### src/rtl/fifo_byte_serializer.sv
// fifo_byte_serializer
//
// Drain stage for a synchronous FIFO. It pops one DATA_W-bit word at a time
// through the FIFO read port and sends it as DATA_W/BYTE_W bytes on a
// valid/ready byte stream. It also counts the words whose last byte was
// accepted.
//
// Ports:
//   clock       system clock, rising edge
//   reset       asynchronous active-low reset
//   fifo_empty  FIFO empty flag
//   fifo_dout   FIFO read data, valid the cycle after fifo_rn
//   fifo_rn     FIFO read enable, one-cycle pulse per word
//   byte_out    current output byte (0 when not valid)
//   byte_valid  byte_out holds a valid byte
//   byte_ready  consumer accepts byte_out on an edge with byte_valid=1
//   busy        high whenever the FSM is not idle
//   words_sent  count of fully accepted words, wraps modulo 2^CNT_W
module fifo_byte_serializer #(
  parameter int DATA_W    = 32,
  parameter int BYTE_W    = 8,
  parameter int MSB_FIRST = 1,
  parameter int CNT_W     = 16
) (
  input  logic              clock,
  input  logic              reset,
  input  logic              fifo_empty,
  input  logic [DATA_W-1:0] fifo_dout,
  output logic              fifo_rn,
  output logic [BYTE_W-1:0] byte_out,
  output logic              byte_valid,
  input  logic              byte_ready,
  output logic              busy,
  output logic [CNT_W-1:0]  words_sent
);

  localparam int NB    = DATA_W / BYTE_W;
  localparam int IDX_W = (NB > 1) ? $clog2(NB) : 1;
  localparam logic [IDX_W-1:0] LAST_IDX = IDX_W'(NB - 1);

  typedef enum logic [1:0] {IDLE, POP, CAPT, SEND} state_t;

  state_t             state_reg, state_next;
  logic               rn_reg;
  logic [DATA_W-1:0]  word_reg;
  logic [IDX_W-1:0]   idx_reg;
  logic [CNT_W-1:0]   cnt_reg;
  logic [BYTE_W-1:0]  byte_lane [NB];

  // Byte lanes are numbered in transmission order, so lane 0 is the first
  // byte on the wire regardless of MSB_FIRST.
  for (genvar gi = 0; gi < NB; gi++) begin : g_lane
    if (MSB_FIRST != 0) begin : g_msb
      assign byte_lane[gi] = word_reg[DATA_W-1-gi*BYTE_W -: BYTE_W];
    end else begin : g_lsb
      assign byte_lane[gi] = word_reg[gi*BYTE_W +: BYTE_W];
    end
  end

  wire last_accept = (state_reg == SEND) && byte_ready && (idx_reg == LAST_IDX);

  always_comb begin
    state_next = state_reg;
    byte_valid = 1'b0;
    byte_out   = '0;
    busy       = (state_reg != IDLE);
    case (state_reg)
      IDLE: if (!fifo_empty) state_next = POP;
      POP:  state_next = CAPT;
      CAPT: state_next = SEND;
      SEND: begin
        byte_valid = 1'b1;
        byte_out   = byte_lane[idx_reg];
        // Going straight to POP only when the FIFO reports data keeps the
        // read strictly behind a sampled non-empty flag.
        if (last_accept) state_next = fifo_empty ? IDLE : POP;
      end
      default: state_next = IDLE;
    endcase
  end

  always_ff @(posedge clock or negedge reset) begin
    if (!reset) begin
      state_reg <= IDLE;
      rn_reg    <= 1'b0;
      word_reg  <= '0;
      idx_reg   <= '0;
      cnt_reg   <= '0;
    end else begin
      state_reg <= state_next;
      // Registered copy of "in POP" so fifo_rn comes straight from a flop.
      rn_reg    <= (state_next == POP);
      if (state_reg == CAPT) begin
        word_reg <= fifo_dout;
        idx_reg  <= '0;
      end
      if (state_reg == SEND && byte_ready) begin
        if (idx_reg == LAST_IDX) begin
          cnt_reg <= cnt_reg + CNT_W'(1);
        end else begin
          idx_reg <= idx_reg + IDX_W'(1);
        end
      end
    end
  end

  assign fifo_rn    = rn_reg;
  assign words_sent = cnt_reg;

endmodule

### config.mk
export PLATFORM = sky130hd
export DESIGN_NAME = fifo_byte_serializer
export DESIGN_NICKNAME = d
export VERILOG_FILES = /design/src/rtl/fifo_byte_serializer.sv
export SDC_FILE = /design/constraint.sdc
export NUM_CORES = 1
export LEC_CHECK = 0
export CAP_MARGIN = 20
export CORE_MARGIN = 4
export CORE_UTILIZATION = 40
export DETAILED_ROUTE_END_ITERATION = 12
export GPL_TIMING_DRIVEN = 0
export HOLD_SLACK_MARGIN = 0.1
export PLACE_DENSITY = 0.68
export SETUP_SLACK_MARGIN = 0.1
export SYNTH_ARGS = -nofsm -noshare
export SYNTH_HDL_FRONTEND = slang
export SYNTH_SLANG_ARGS = --single-unit
### constraint.sdc
create_clock -name clock -period 1.9 [get_ports clock]
set_input_delay 0.285 -clock clock [delete_from_list [all_inputs] [get_ports clock]]
set_output_delay 0.285 -clock clock [all_outputs]
set_load 0.005 [all_outputs]
==> impl_results.md <==
* Status: finished, violations left
* Failing checks: negative setup slack
* Layout area overhead at 40.5%
* Min Tclk post-route at 1.99 ns
* Unique masters post-synth at 24
* Mapped Area at between 2000 and 2500 um^2
* Root Buffer: clkbuf_8
* GRT overflow at 0
* DIE WIDTH at 84.7 um
* Initial antenna violation count at 0
* CP bufs+invs at 3
* Final #Nets at 285
* WP data arrival at approximately 1.7 ns
* Post-Synth XOR/XNOR Area at 5.58%
* Core Rows at 27
* Vias in the first global route at 1728
* Num CTS Buffers at 5
* Yosys warns at 0
* GP Congestion at 0.739
* Routed via count at about 1600
* Syn Inst Count at 169
* Final hold slack at 0.491 ns
* Final core occ at 59.0%
* Residual DRC count at 0
* Largest net degree at the start of global routing at 28
* CTS tree: done
* Fin Setup TNS at -0.634 ns
* Antenna Cells at 0
* Final hold violation count at 0
* Worst skew pair latency at between 0.2 and 0.3 ns
* Slowest-stage cell, CP: mux4_2
* Delay-heaviest family, CP: multiplexers
* Maximum level of the CTS H-tree at 2
* Combinational family with the most area after synthesis: multiplexers
* Pleak at approximately 1.4 nW
* Total power at between 4 and 5 mW
* FF+latch count, synth at 53
* Drt initial violations at 40
* Setup ws final at -0.0938 ns
* CP max FO at 5
* Tightest Hold Check Type: flip-flop to flip-flop
* WL/cell at approximately 15 um
* CP most frequent cell: buf_6
* Max Root-Sink Buffers at 2
* CTS sink cnt at 53
* Die area at a little over 7000 um^2
* Max cap viols at 0
* Global Route Usage Sum at 14.8%
* DRT antenna net count at 0
* Tcrit/Tclk final at 105%
* Post-Synth Simple-Gate Area at under 10%
* Total Wirelength at 4.94 mm
* Drt via density at 4.99
* Worst path cell trace: buf_6, buf_6, mux4_2, and3_4, buf_6
* Die Ht at 84.7 um
* Seq/Total Area, Yosys at 56.3%
* # setup viols final at 8
* Peak supply drop at between 800 and 900 uV
* Core Area at around 5600 um^2
* Peak Freq at 0.502 GHz
* Setup CP Type: flip-flop to output port
* # fillers at between 400 and 500
* Slew headroom at a little under three fifths
* Clk_skew at 0.00808 ns
* Power Dens Cells at 1400 nW/um^2
* Synthesized-area fraction occupied by adder cells at under 10%
* Register clock-pin slew on the reported worst setup and hold paths at approximately 0.080 ns
* CP endpoint kind: output port
* Worst Tran Pin Value at 0.636 ns
* Crit-path max cell delay at 0.48 ns
* Total I/O pin count at 63
* Initial DRT Pass Iterations at 4
* Initial core utilization at 42.0%
* Fraction of synthesized area in multiplexers at 23.4%
* Synth Area in Compound Gates at 1.75%
* Req. time, crit path at roughly 1.6 ns
* Fin. max-slew vios at 0
* Post-Syn Area per Cell at 13.9 um^2
* RSZ-0062 raised after global routing: true
* IO Port Bufs at 62
* Detailed Place HPWL at about 3.5 mm
* CP Launch Type: flip-flop
* Max reg flops at 32
* First-pass GRT wire length at 8.53 mm
* Synth Net Count at 207
* Share of cells above drive strength 1 at about a third
## where the power goes
group	leakage, nW	switching [mW]	total, mW	internal (mW)
clock network	0.0542	0.349	0.679	0.330
logic	0.697	0.706	2.16	1.46
registers	0.657	0.239	1.79	1.55
total	1.41	1.29	4.63	3.34
## per-stage QoR
stage	cell area (um^2)	instances	setup WS [ns]
after floorplan	2360	169	0.284
after global placement	3070	303	-1.14
after detailed placement	3080	304	-0.279
after CTS	3280	320	-0.0843
after global routing	3310	320	-0.174
final	3310	320	-0.0938
## metal layers
metal  wire length [um]  part of all wire (%)  GRT usage (%)  vias to the layer above
li1                   -                     -              -                      761
met1               2230                    45           19.8                      806
met2               2500                    51           24.9                       25
met3                165                   3.3           3.14                        4
met4                 43                  0.87           3.45                        0
met5                  0                     0              0                        -
## worst paths after layout
check | from | end | slack [ns] | depth (start not counted)
worst max-delay path | idx_reg[0] | byte_out[1] | -0.09 | 5
worst min-delay path | words_sent[15] | words_sent[15] | 0.49 | 1
worst max register to register | idx_reg[0] | words_sent[9] | 0.21 | 8
worst min register to register | words_sent[15] | words_sent[15] | 0.49 | 1
max in group asynchronous | reset | byte_lane[31] | 0.79 | 3
min in group asynchronous | reset | byte_lane[3] | 0.54 | 2
## synth_stat cells
| master | count | share of area (%) |
|---|---|---|
| dfrtp_1 | 53 | 56 |
| nand2_1 | 7 | 1.1 |
| nor2_1 | 5 | 0.80 |
| mux4_2 | 8 | 7.6 |
| a41oi_1 | 1 | 0.37 |
| nand4_1 | 5 | 1.3 |
| and3_1 | 10 | 2.7 |
| a21oi_1 | 2 | 0.42 |
| clkbuf_1 | 3 | 0.48 |
| xor2_1 | 1 | 0.37 |
| o21ai_0 | 1 | 0.21 |
| and4_1 | 4 | 1.5 |
| nand3_1 | 5 | 1.1 |
| o2bb2ai_1 | 1 | 0.37 |
| buf_2 | 6 | 1.3 |
| buf_4 | 2 | 0.64 |
| inv_1 | 2 | 0.32 |
| mux2_2 | 33 | 16 |
| xnor2_1 | 14 | 5.2 |
| nor3_1 | 1 | 0.21 |
| ha_1 | 2 | 1.1 |
| and2_1 | 1 | 0.27 |
| nand2b_1 | 1 | 0.27 |
| a22o_1 | 1 | 0.37 |
## worst register-to-register path, cell delays in order, from the launching register on
cell,delay (ns)
dfrtp_1,0.38
buf_4,0.13
ha_2,0.18
and4_1,0.19
buf_6,0.13
and4_1,0.21
buf_6,0.12
nand4_1,0.11
xnor2_1,0.14
## final cells by class
type | instances | area, um^2 | share of cell area [%]
tap | 72 | 90.1 | 2.72
timing repair buffer | 71 | 708 | 21.4
clock buffer | 7 | 96.3 | 2.91
inverter | 2 | 7.51 | 0.227
sequential | 53 | 1330 | 40.1
multi-input combinational | 103 | 1000 | 30.2
buffer | 11 | 76.3 | 2.31
clock inverter | 1 | 5.00 | 0.151
## what timing repair did
item	in CTS	in global routing
hold buffers	1	0
endpoints found under the hold margin	26	0
gates resized for setup	46	9
setup endpoints to repair	8	17
setup buffers	7	0
## logic make-up after synthesis
kind of cell	Yosys count
buffers and inverters	13
adder cells (fa/ha/maj)	2
XOR/XNOR	15
multiplexers	41
AND/OR/NAND/NOR	39
flip-flops	53
AO/OA/AOI/OAI	6
## layout by cell type, fill, tap and decap left out, types with 2 or more instances in the layout
cell type        count
and4_1               4
clkbuf_8             7
nand3_1              5
buf_4                4
nor2_1               4
mux4_2               8
buf_6               12
clkdlybuf4s50_1     53
clkbuf_1             2
dfrtp_1             53
xnor2_1             14
and3_1               4
inv_2                2
mux2_2              33
a21oi_1              2
nand2_1              7
buf_2                7
nand4_1              5
and3_4               6
Power figures use the tool's default switching activity.
